--- config.mk ---
export PLATFORM = sky130hd
export DESIGN_NAME = mem_arbiter_flat
export DESIGN_NICKNAME = d
export VERILOG_FILES = /design/src/rtl/mem_pkg.sv /design/src/rtl/mem_arbiter_if.sv /design/src/rtl/rr_pick2.sv /design/src/rtl/mem_arbiter.sv /design/src/flat_wrapper.sv
export SDC_FILE = /design/constraint.sdc
export NUM_CORES = 1
export LEC_CHECK = 0
export BUFFER_PORTS_ARGS = -buffer_cell sky130_fd_sc_hd__buf_4
export CAP_MARGIN = 10
export CORE_MARGIN = 8
export CORE_UTILIZATION = 28
export CTS_CLUSTER_SIZE = 25
export DETAILED_ROUTE_END_ITERATION = 10
export GPL_ROUTABILITY_DRIVEN = 1
export PLACE_DENSITY = 0.53
export SLEW_MARGIN = 30
export SYNTH_ARGS = -nofsm -noshare
export SYNTH_HDL_FRONTEND = slang
export SYNTH_SLANG_ARGS = --single-unit
--- constraint.sdc ---
create_clock -name clk -period 2.1 [get_ports clk]
set_input_delay 0.42 -clock clk [delete_from_list [all_inputs] [get_ports clk]]
set_output_delay 0.42 -clock clk [all_outputs]
set_load 0.02 [all_outputs]
--- src/rtl/mem_pkg.sv ---
// Shared widths, owner encoding and FSM state type for the unified-memory arbiter.
package mem_pkg;

    localparam int ADDR_W = 16;
    localparam int DATA_W = 16;

    typedef enum logic {
        OWN_I = 1'b0,
        OWN_D = 1'b1
    } owner_e;

    typedef enum logic [1:0] {
        IDLE   = 2'd0,
        ACCESS = 2'd1,
        DONE   = 2'd2
    } state_e;

endpackage

--- src/rtl/mem_arbiter_if.sv ---
// Bundle of the I port, D port and memory-side signals around the arbiter.
// master = the arbiter itself, slave = pipeline plus memory around it.
interface mem_arbiter_if;

    logic                        i_req;
    logic [mem_pkg::ADDR_W-1:0]  i_addr;
    logic [mem_pkg::DATA_W-1:0]  i_rdata;
    logic                        i_done;
    logic                        i_stall;

    logic                        d_req;
    logic                        d_wr;
    logic [mem_pkg::ADDR_W-1:0]  d_addr;
    logic [mem_pkg::DATA_W-1:0]  d_wdata;
    logic [mem_pkg::DATA_W-1:0]  d_rdata;
    logic                        d_done;
    logic                        d_stall;

    logic                        mem_en;
    logic                        mem_wr;
    logic [mem_pkg::ADDR_W-1:0]  mem_addr;
    logic [mem_pkg::DATA_W-1:0]  mem_wdata;
    logic [mem_pkg::DATA_W-1:0]  mem_rdata;
    logic                        busy;

    modport master (
        input  i_req, i_addr, d_req, d_wr, d_addr, d_wdata, mem_rdata,
        output i_rdata, i_done, i_stall, d_rdata, d_done, d_stall,
               mem_en, mem_wr, mem_addr, mem_wdata, busy
    );

    modport slave (
        output i_req, i_addr, d_req, d_wr, d_addr, d_wdata, mem_rdata,
        input  i_rdata, i_done, i_stall, d_rdata, d_done, d_stall,
               mem_en, mem_wr, mem_addr, mem_wdata, busy
    );

endinterface

--- src/rtl/rr_pick2.sv ---
// Combinational 2-way round-robin picker: on a tie the port that did not own last wins.
module rr_pick2
    import mem_pkg::*;
(
    input  logic   req_i,
    input  logic   req_d,
    input  owner_e last_owner,
    output owner_e grant,
    output logic   grant_valid
);

    always_comb begin
        grant_valid = req_i | req_d;
        if (req_i && req_d) begin
            if (last_owner == OWN_I) grant = OWN_D;
            else                     grant = OWN_I;
        end else if (req_d) begin
            grant = OWN_D;
        end else begin
            grant = OWN_I;
        end
    end

endmodule

--- src/rtl/mem_arbiter.sv ---
// Serialises I-fetch and D accesses onto one fixed-latency memory.
// Each access runs IDLE -> ACCESS (LAT+1 cycles) -> DONE -> IDLE.
module mem_arbiter
    import mem_pkg::*;
#(
    parameter int LAT = 4
) (
    input logic           clk,
    input logic           rst_n,
    mem_arbiter_if.master bus
);

    localparam logic [3:0] LAT_C = 4'(LAT);

    state_e            state, state_nxt;
    owner_e            owner_q, last_owner, grant;
    logic              grant_valid;
    logic [3:0]        cnt;
    logic              cnt_hit;
    logic [ADDR_W-1:0] addr_q;
    logic              wr_q;
    logic [DATA_W-1:0] wdata_q;
    logic [DATA_W-1:0] rdata_q;
    logic              i_hit, d_hit;

    assign cnt_hit = (cnt == LAT_C);

    rr_pick2 u_pick (
        .req_i       (bus.i_req),
        .req_d       (bus.d_req),
        .last_owner  (last_owner),
        .grant       (grant),
        .grant_valid (grant_valid)
    );

    // NOTE: sequential state uses non-blocking assignments so every flop samples pre-edge values.
    always_ff @(posedge clk or negedge rst_n) begin
        if (!rst_n) state <= IDLE;
        else        state <= state_nxt;
    end

    // NOTE: the default at the top of each always_comb is what keeps it free of inferred latches.
    always_comb begin
        state_nxt = state;
        case (state)
            IDLE:    if (grant_valid) state_nxt = ACCESS;
            ACCESS:  if (cnt_hit)     state_nxt = DONE;
            DONE:    state_nxt = IDLE;
            default: state_nxt = IDLE;
        endcase
    end

    // Requests are only looked at in IDLE, so a requester still holding req in DONE is not re-granted.
    always_ff @(posedge clk or negedge rst_n) begin
        if (!rst_n) begin
            owner_q    <= OWN_I;
            last_owner <= OWN_I;
            cnt        <= '0;
            addr_q     <= '0;
            wr_q       <= 1'b0;
            wdata_q    <= '0;
            rdata_q    <= '0;
        end else begin
            case (state)
                IDLE: begin
                    if (grant_valid) begin
                        owner_q    <= grant;
                        last_owner <= grant;
                        cnt        <= '0;
                        if (grant == OWN_D) begin
                            addr_q  <= bus.d_addr;
                            wr_q    <= bus.d_wr;
                            wdata_q <= bus.d_wdata;
                        end else begin
                            addr_q  <= bus.i_addr;
                            wr_q    <= 1'b0;
                            wdata_q <= '0;
                        end
                    end
                end
                ACCESS: begin
                    if (cnt_hit) rdata_q <= wr_q ? '0 : bus.mem_rdata;
                    else         cnt     <= cnt + 4'd1;
                end
                default: ;
            endcase
        end
    end

    always_comb begin
        i_hit         = (state == DONE) && (owner_q == OWN_I);
        d_hit         = (state == DONE) && (owner_q == OWN_D);
        bus.mem_en    = (state == ACCESS) && (cnt == 4'd0);
        bus.mem_wr    = wr_q;
        bus.mem_addr  = addr_q;
        bus.mem_wdata = wdata_q;
        bus.busy      = (state != IDLE);
        bus.i_done    = i_hit;
        bus.d_done    = d_hit;
        bus.i_rdata   = i_hit ? rdata_q : '0;
        bus.d_rdata   = d_hit ? rdata_q : '0;
        bus.i_stall   = bus.i_req & ~i_hit;
        bus.d_stall   = bus.d_req & ~d_hit;
    end

endmodule

--- src/flat_wrapper.sv ---
// flat-port wrapper written by rule: the top's interface ports become plain ports
module mem_arbiter_flat import mem_pkg::*;
#(
    parameter int LAT = 4
)
  (clk, rst_n, bus_i_req, bus_i_addr, bus_d_req, bus_d_wr, bus_d_addr, bus_d_wdata, bus_mem_rdata, bus_i_rdata, bus_i_done, bus_i_stall, bus_d_rdata, bus_d_done, bus_d_stall, bus_mem_en, bus_mem_wr, bus_mem_addr, bus_mem_wdata, bus_busy);
  mem_arbiter_if bus_i ();
  input logic clk;
  input logic rst_n;
  input wire logic [$bits(bus_i.i_req)-1:0] bus_i_req;
  input wire logic [$bits(bus_i.i_addr)-1:0] bus_i_addr;
  input wire logic [$bits(bus_i.d_req)-1:0] bus_d_req;
  input wire logic [$bits(bus_i.d_wr)-1:0] bus_d_wr;
  input wire logic [$bits(bus_i.d_addr)-1:0] bus_d_addr;
  input wire logic [$bits(bus_i.d_wdata)-1:0] bus_d_wdata;
  input wire logic [$bits(bus_i.mem_rdata)-1:0] bus_mem_rdata;
  output wire logic [$bits(bus_i.i_rdata)-1:0] bus_i_rdata;
  output wire logic [$bits(bus_i.i_done)-1:0] bus_i_done;
  output wire logic [$bits(bus_i.i_stall)-1:0] bus_i_stall;
  output wire logic [$bits(bus_i.d_rdata)-1:0] bus_d_rdata;
  output wire logic [$bits(bus_i.d_done)-1:0] bus_d_done;
  output wire logic [$bits(bus_i.d_stall)-1:0] bus_d_stall;
  output wire logic [$bits(bus_i.mem_en)-1:0] bus_mem_en;
  output wire logic [$bits(bus_i.mem_wr)-1:0] bus_mem_wr;
  output wire logic [$bits(bus_i.mem_addr)-1:0] bus_mem_addr;
  output wire logic [$bits(bus_i.mem_wdata)-1:0] bus_mem_wdata;
  output wire logic [$bits(bus_i.busy)-1:0] bus_busy;
  assign bus_i.i_req = bus_i_req;
  assign bus_i.i_addr = bus_i_addr;
  assign bus_i.d_req = bus_d_req;
  assign bus_i.d_wr = bus_d_wr;
  assign bus_i.d_addr = bus_d_addr;
  assign bus_i.d_wdata = bus_d_wdata;
  assign bus_i.mem_rdata = bus_mem_rdata;
  assign bus_i_rdata = bus_i.i_rdata;
  assign bus_i_done = bus_i.i_done;
  assign bus_i_stall = bus_i.i_stall;
  assign bus_d_rdata = bus_i.d_rdata;
  assign bus_d_done = bus_i.d_done;
  assign bus_d_stall = bus_i.d_stall;
  assign bus_mem_en = bus_i.mem_en;
  assign bus_mem_wr = bus_i.mem_wr;
  assign bus_mem_addr = bus_i.mem_addr;
  assign bus_mem_wdata = bus_i.mem_wdata;
  assign bus_busy = bus_i.busy;
  mem_arbiter #(.LAT(LAT)) u_core (.clk(clk), .rst_n(rst_n), .bus(bus_i));
endmodule
==> results of run 1 <==
[cell type report]
type                    instances  area share
clock buffers                   6     0.02062
clock inverters                 2    0.002499
inverters                      18     0.01687
multi-input cells             143      0.2955
flip-flops and latches         56      0.3499
well taps                     133     0.04155
repair buffers                144      0.2730
[final timing paths]
kind | to | slack (ps) | cells after the start
max | bus_i_rdata[3] | 110 | 4
min | u_core.bus.mem_addr[13] | 150 | 1
max reg2reg | u_core.bus.mem_addr[1] | 330 | 4
min reg2reg | u_core.bus.mem_addr[5] | 520 | 1
max in group asynchronous | u_core.bus.mem_wdata[0] | 1420 | 1
min in group clk | u_core.bus.mem_wdata[10] | 330 | 2
[metrics by stage]
stage / util / hold WS [ps] / instance area, sq um
after floorplan: - / 124.4 / 2765
after global placement: 0.4040 / 486.1 / 3913
after detailed placement: 0.4040 / 490.8 / 3913
after CTS: 0.4136 / 196.1 / 4005
after global routing: 0.4136 / 226.4 / 4005
final: 0.4136 / 145.2 / 4005
[power groups by stage]
stage	clock (mW)	combinational, mW	sequential (mW)
2_1_floorplan	0	1.30	2.25
3_3_place_gp	0	2.47	1.99
3_5_place_dp	0	2.53	1.99
4_1_cts	0.657	2.52	1.98
5_1_grt	0.701	2.66	2.06
6_report	0.619	2.46	1.98
[state kept, by name, indices dropped and copies added (netlist names)]
| name | flops |
|---|---|
| u_core.bus.mem_addr | 16 |
| u_core.bus.mem_wdata | 16 |
| u_core.bus.mem_wr | 1 |
| u_core.cnt | 4 |
| u_core.last_owner | 1 |
| u_core.rdata_q | 16 |
| u_core.state | 2 |
[critical path, cell delays in order (launching register included)]
cell	delay (ps)
dfrtp_1	430
nor3b_2	290
buf_4	250
and2_1	150
buf_4	140
[per-layer routing]
layer | global-route usage | wire length [um] | share of wire
met5 | 0 | 0 | 0
met4 | 0.02102 | 32 | 0.0041
met2 | 0.1771 | 3457 | 0.44
met1 | 0.1456 | 3537 | 0.45
met3 | 0.04674 | 786 | 0.10
[synthesized netlist by cell type, types with 3 or more instances]
library cell	count
o21ai_0	17
and2_1	32
dfrtp_1	56
buf_2	3
nand3_1	3
mux2_2	22
o41ai_1	17
a22o_1	17
inv_1	18
mux2_4	10
clkbuf_1	11
[kinds of logic (layout without fill, tap and decap cells)]
| logic type | Yosys count | in the layout | share of synthesized area |
|---|---|---|---|
| AOI/OAI and AO/OA | 57 | 57 | 0.1575 |
| adders and majority gates | 2 | 2 | 0.009048 |
| buffers and inverters | 38 | 170 | 0.06696 |
| DFF | 56 | 56 | 0.5068 |
| muxes | 32 | 32 | 0.1439 |
| and+or+nand+nor | 52 | 52 | 0.1158 |
==> flow_metrics.env, run 1 <==
export IMPL_fin_skew_ps=13.08
export IMPL_antenna_found_initial=0
export IMPL_power_mw=5.058
export IMPL_final_cells=502
export IMPL_multi_input_area_sq_mm=0.001184
export IMPL_synth_main_ff_cell="dfrtp_1"
export IMPL_switchingPower_mw=1.981
export IMPL_antennaDiodeCount=0
export IMPL_start_kind="flop"
export IMPL_setup_viol=0
export IMPL_critPathKind="flop to output pin"
export IMPL_drv_slew=0
export IMPL_register_area_sq_mm=0.001401
export IMPL_crit_required_ps=1680
export IMPL_die_h_um=115.4
export IMPL_synth_seq_cells=56
export IMPL_fmax_mhz=503.8
export IMPL_yosysUniqueCellTypes=33
export IMPL_tns_ps=0
export IMPL_antenna_left=0
export IMPL_drt_pass1_iterations=4
export IMPL_placed_cells=494
export IMPL_startpoint="u_core.state[0]"
export IMPL_yosysTopAreaCell="dfrtp_1"
export IMPL_drt_initial_drc_count=129
export IMPL_syn_nets=308
export IMPL_die_w_um=115.4
export IMPL_cts_resized=0
export IMPL_hold_viol=0
export IMPL_syn_inst=237
export IMPL_insertion_delay_ps=310
export IMPL_synth_area_top_cells="dfrtp_1 (51%), mux2_2 (9.0%), and2_1 (7.2%)"
export IMPL_synth_edf_count=0
export IMPL_rr_startpoint="u_core.state[1]"
export IMPL_syn_area_per_cell_sq_um=11.67
export IMPL_clkPwrFrac=0.122
export IMPL_gr_total_overflow=0
export IMPL_synth_top_area_share=0.5068
export IMPL_ys_warnings_count=0
export IMPL_first_global_vias=2351
export IMPL_grt_usage=0.1140
export IMPL_die_area_sq_mm=0.01331
export IMPL_clkTransAtPathRegs_ps=100
export IMPL_yosysSeqAreaShare=0.5068
export IMPL_ir_drop_uv=506.7
export IMPL_clock_path_buffers=2
export IMPL_routedWlPerCell_um=15.56
export IMPL_drc=0
export IMPL_portBuffers=139
export IMPL_period_share=0.9453
export IMPL_hold_buffers=0
export IMPL_arrival_ps=1570
export IMPL_core_area_sq_mm=0.009684
export IMPL_cap_viol_max_count=0
export IMPL_initial_core_util=0.2855
export IMPL_path_max_fanout=17
export IMPL_min_delay_path_class="input pin to async pin"
export IMPL_slew_headroom=0.5011
export IMPL_pre_cts_ws_ps=214.6
export IMPL_power_density_mw_per_mm2=1263
export IMPL_routed_via_count=2249
export IMPL_worstMarginPinSlew_ps=748.4
export IMPL_fin_crit_ps=1985
export IMPL_pwr_share_seq=0.391
export IMPL_intPower_mw=3.077
export IMPL_num_rows=36
export IMPL_cts_tree="done"
export IMPL_final_layout_size_suffix_gt1_frac=0.5149
export IMPL_area_delta_synth_final_pct=44.84
export IMPL_netSwitchingFraction=0.3916
export IMPL_final_common_cell="buf_4"
export IMPL_rsz0062_at_grt="no"
export IMPL_finalWirelength_mm=7.813
export IMPL_final_nets=439
export IMPL_cts_buffers=5
export IMPL_htree_levels=2
export IMPL_final_cell_mix="buf_4 (143), dfrtp_1 (56), and2_1 (32)"
export IMPL_share_comb_of_total_power=0.487
export IMPL_grt_max_degree=57
export IMPL_grt_pass1_wl_mm=12.10
export IMPL_syn_area_sq_mm=0.002765
export IMPL_leakage_nw=2.039
export IMPL_clkSinkCount=56
export IMPL_async_flop_share=1.000
export IMPL_cts_root_buf="clkbuf_8"
export IMPL_gp_congestion=0.7319
export IMPL_io_pins=140
export IMPL_dp_hpwl_mm=5.784
export IMPL_outcome="complete, no violations"
export IMPL_post_cts_buffers=0
export IMPL_nFillCells=961
export IMPL_detail_route_vias_per_cell=4.480
export IMPL_cp_end_kind="output pin"
export IMPL_finalWorstSetupSlack_ps=114.9
Note: power is estimated with default switching activity, not from simulation.
==> inputs of run 2 (changes only) <==
CORE_ASPECT_RATIO = 0.6   (was not set)
==> run 2 against run 1 <==
Effect of this change: cell count rose by 0.60%; clock power rose by 40%; sequential cell count did not move; combinational power barely moved; global-route usage rose by 0.66 points; final area rose by 1.3%; largest power group unchanged; critical endpoint is now bus_mem_en; power rose by 4.8%; first-iteration DRC count fell by 4.7%.
==> flow_metrics.env, run 2 (same netlist as run 1, synthesis figures left out) <==
export IMPL_critPathKind="flop to output pin"
export IMPL_die_area_sq_mm=0.01342
export IMPL_wl_met3_um=728
export IMPL_leakage_nw=2.055
export IMPL_outcome="complete, no violations"
export IMPL_num_rows=28
export IMPL_antenna_found_initial=0
export IMPL_power_density_mw_per_mm2=1307
export IMPL_fmax_mhz=531.9
export IMPL_die_h_um=92.98
export IMPL_routedWlPerCell_um=15.95
export IMPL_highest_layer="met4"
export IMPL_final_cell_mix="buf_4 (145), dfrtp_1 (56), and2_1 (32)"
export IMPL_setup_viol=0
export IMPL_gp_congestion=0.7500
export IMPL_portBuffers=139
export IMPL_routed_via_count=2280
export IMPL_io_pins=140
export IMPL_grt_pass1_wl_mm=12.69
export IMPL_met2WireLength_mm=3.521
export IMPL_ir_drop_uv=563.7
export IMPL_detail_route_vias_per_cell=4.515
export IMPL_dp_hpwl_mm=6.186
export IMPL_post_cts_buffers=0
export IMPL_clkSinkCount=56
export IMPL_cts_buffers=5
export IMPL_cp_end_kind="output pin"
export IMPL_rsz0062_at_grt="no"
export IMPL_finalWirelength_mm=8.053
export IMPL_initial_core_util=0.2839
export IMPL_cts_resized=0
export IMPL_min_delay_path_class="input pin to async pin"
export IMPL_arrival_ps=1460
export IMPL_worstMarginPinSlew_ps=761.8
export IMPL_final_layout_size_suffix_gt1_frac=0.5135
export IMPL_slew_headroom=0.4916
export IMPL_wl_met1_mm=3.714
export IMPL_period_share=0.8952
export IMPL_hold_viol=0
export IMPL_cts_root_buf="clkbuf_16"
export IMPL_core_area_sq_mm=0.009739
export IMPL_final_common_cell="buf_4"
export IMPL_start_kind="flop"
export IMPL_hold_buffers=0
export IMPL_antenna_left=0
export IMPL_fin_skew_ps=6.822
export IMPL_htree_levels=2
export IMPL_path_max_fanout=3
export IMPL_tns_ps=0
export IMPL_drv_slew=0
export IMPL_antennaDiodeCount=0
export IMPL_grt_usage=0.1206
export IMPL_gr_total_overflow=0
export IMPL_crit_required_ps=1680
export IMPL_placed_cells=497
export IMPL_cts_tree="done"
export IMPL_die_w_um=144.3
export IMPL_area_delta_synth_final_pct=46.79
export IMPL_cap_viol_max_count=0
export IMPL_drc=0
export IMPL_drt_initial_drc_count=123
export IMPL_power_mw=5.303
export IMPL_fin_crit_ps=1880
export IMPL_utilization=0.4168
export IMPL_nFillCells=975
export IMPL_final_cells=505
export IMPL_clkTransAtPathRegs_ps=70
export IMPL_insertion_delay_ps=290
export IMPL_grt_max_degree=57
export IMPL_clock_path_buffers=2
export IMPL_drt_pass1_iterations=4
export IMPL_final_nets=440
export IMPL_first_global_vias=2340
-- run 2: critical path: stages (launching register included) --
cell	delay, ps
dfrtp_1	410
inv_1	100
ha_1	200
nand2b_1	90
nor3_1	180
buf_4	190
-- run 2: layer usage --
metal / vias up / global-route usage
li1: 1100 / -
met5: - / 0
met3: 8 / 0.03866
met4: 0 / 0.03359
met1: 1086 / 0.1690
met2: 86 / 0.1742
-- run 2: worst paths after layout --
kind	start	end	slack, ps	depth (start not counted)
worst min register to register	u_core.cnt[3]	u_core.cnt[3]	500	1
worst max register to register	u_core.last_owner	u_core.bus.mem_wdata[1]	380	3
max in group asynchronous	rst_n	u_core.bus.mem_addr[15]	1430	1
worst min-delay path	rst_n	u_core.rdata_q[7]	170	1
min in group clk	bus_d_wdata[9]	u_core.bus.mem_wdata[9]	340	2
worst max-delay path	u_core.cnt[0]	bus_mem_en	220	5
-- run 2: cell type report --
type	instances	area, sq um	area share
clock buffers	6	138.9	0.03422
inverters	18	67.56	0.01665
multi-input cells	143	1179	0.2904
flip-flops and latches	56	1401	0.3453
well taps	135	168.9	0.04162
clock inverters	2	15.01	0.003699
repair buffers	145	1089	0.2682
-- run 2: stage by stage --
step	setup slack, ps	instance area, sq um	hold slack (ps)
final	220.0	4059	165.5
after detailed placement	199.2	3905	482.6
after CTS	196.0	4059	208.2
after global placement	232.1	3905	477.1
after floorplan	152.9	2765	124.4
after global routing	77.94	4059	229.0
-- run 2: where the power goes --
part           internal [mW]  leakage [nW]  total, mW  switching [mW]
registers               1.60         0.694       1.98           0.377
clock network          0.475        0.0691      0.864           0.388
logic                   1.20          1.29       2.46            1.26
total                   3.28          2.05       5.30            2.02
==> inputs of run 3 (changes only) <==
CORE_MARGIN = 3   (was 8)
SETUP_SLACK_MARGIN = 0.1   (was not set)
==> run 3 against run 2 <==
Effect of this change: sequential cell count did not move; clock skew is 2.1 ps lower; hold slack improved by 6.1 ps; count of clock-buffer cells in the layout up 1; critical path depth did not move; largest power group unchanged.
==> flow_metrics.env, run 3 (same netlist as run 1, synthesis figures left out) <==
export IMPL_die_w_um=134.3
export IMPL_num_rows=27
export IMPL_finalWirelength_mm=8.012
export IMPL_final_layout_size_suffix_gt1_frac=0.5242
export IMPL_tns_ps=0
export IMPL_detail_route_vias_per_cell=4.610
export IMPL_rr_startpoint="u_core.state[1]"
export IMPL_path_max_fanout=4
export IMPL_cts_root_buf="clkbuf_16"
export IMPL_gr_total_overflow=0
export IMPL_period_share=0.9183
export IMPL_insertion_delay_ps=290
export IMPL_drv_slew=0
export IMPL_finalWorstSetupSlack_ps=171.7
export IMPL_power_density_mw_per_mm2=1319
export IMPL_outcome="complete, no violations"
export IMPL_nFillCells=916
export IMPL_grt_usage=0.1452
export IMPL_cp_end_kind="output pin"
export IMPL_area_delta_synth_final_pct=47.96
export IMPL_multi_input_area_sq_mm=0.001196
export IMPL_fmax_mhz=518.6
export IMPL_cap_viol_max_count=0
export IMPL_crit_path_end="bus_mem_en"
export IMPL_io_pins=140
export IMPL_drc=0
export IMPL_utilization=0.4357
export IMPL_routedWlPerCell_um=15.96
export IMPL_htree_levels=2
export IMPL_gp_congestion=0.7225
export IMPL_clock_path_buffers=2
export IMPL_fin_skew_ps=4.692
export IMPL_worstMarginPinSlew_ps=807.8
export IMPL_initial_core_util=0.2944
export IMPL_placed_cells=495
export IMPL_final_nets=443
export IMPL_pre_cts_ws_ps=313.8
export IMPL_die_h_um=82.98
export IMPL_leakage_nw=2.076
export IMPL_dp_hpwl_mm=5.796
export IMPL_antenna_found_initial=0
export IMPL_portBuffers=139
export IMPL_final_common_cell="buf_4"
export IMPL_antennaDiodeCount=0
export IMPL_post_cts_buffers=0
export IMPL_cts_buffers=5
export IMPL_final_cell_mix="buf_4 (148), dfrtp_1 (56), and2_1 (32)"
export IMPL_cts_tree="done"
export IMPL_first_global_vias=2451
export IMPL_critPathKind="flop to output pin"
export IMPL_clkTransAtPathRegs_ps=70
export IMPL_placed_area_sq_mm=0.003921
export IMPL_drt_pass1_iterations=4
export IMPL_start_kind="flop"
export IMPL_grt_pass1_wl_mm=13.10
export IMPL_crit_required_ps=1680
export IMPL_finish_instance_area_sq_mm=0.004091
export IMPL_fin_crit_ps=1928
export IMPL_ir_drop_uv=624.4
export IMPL_slew_headroom=0.4609
export IMPL_hold_viol=0
export IMPL_rr_worst_depth=4
export IMPL_core_area_sq_mm=0.009392
export IMPL_rsz0062_at_grt="no"
export IMPL_register_area_sq_mm=0.001401
export IMPL_clkSinkCount=56
export IMPL_die_area_sq_mm=0.01114
export IMPL_setup_viol=0
export IMPL_rr_endpoint="u_core.bus.mem_addr[8]"
export IMPL_final_cells=502
export IMPL_min_delay_path_class="input pin to async pin"
export IMPL_rrSetupSlack_ps=370
export IMPL_arrival_ps=1510
export IMPL_startpoint="u_core.cnt[1]"
export IMPL_grt_max_degree=57
export IMPL_routed_via_count=2314
export IMPL_antenna_left=0
export IMPL_drt_initial_drc_count=114
==> run 3: worst max-delay path, cell delays in order (launching register included) <==
cell and delay (ps):
dfrtp_1 420, inv_1 110, ha_4 150, nand2b_1 90, nor3_2 250, buf_4 190
==> run 3: where the power goes <==
part	switching [mW]	total, mW	internal [mW]
Combinational	1.33	2.57	1.24
Clock	0.378	0.881	0.502
Sequential	0.341	1.94	1.60
Total	2.05	5.39	3.35
==> run 3: final cells by class <==
cell class / instances / share of cell area
clock buffer: 7 / 0.03731
inverter: 18 / 0.01651
multi-input combinational: 143 / 0.2924
sequential: 56 / 0.3425
tap: 130 / 0.03976
timing repair buffer: 148 / 0.2716
==> run 3: worst min-delay path by stage <==
stage | from | end | slack (ps) | depth (start not counted)
floorplan | rst_n | u_core.bus.mem_addr[0] | 120 | 0
global placement | u_core.cnt[3] | u_core.cnt[3] | 490 | 1
detailed placement | u_core.bus.mem_wdata[4] | u_core.bus.mem_wdata[4] | 490 | 1
CTS | rst_n | u_core.rdata_q[8] | 220 | 1
global route | rst_n | u_core.rdata_q[8] | 250 | 1
finish | rst_n | u_core.rdata_q[8] | 170 | 1
==> run 3: metrics by stage <==
stage               power, mW  hold slack, ps
floorplan               3.547           124.4
global placement        4.464           486.1
detailed placement      4.528           492.1
CTS                     5.449           220.0
global route            5.779           250.0
finish                  5.395           171.6
==> run 3: metal layers <==
metal	share of wire	wire (um)	track usage
met5	0	0	0
met4	0.0017	14	0.01941
met3	0.070	560	0.04177
met2	0.45	3623	0.2256
met1	0.48	3814	0.2064
==> run 3: what timing repair did <==
action | in CTS | in global routing
hold buffers | 0 | 0
cloned | 0 | 0
endpoints found under the setup margin | 1 | 1
pin swaps | 0 | 2
hold endpoints to repair | 0 | 0
resized for setup | 1 | 3
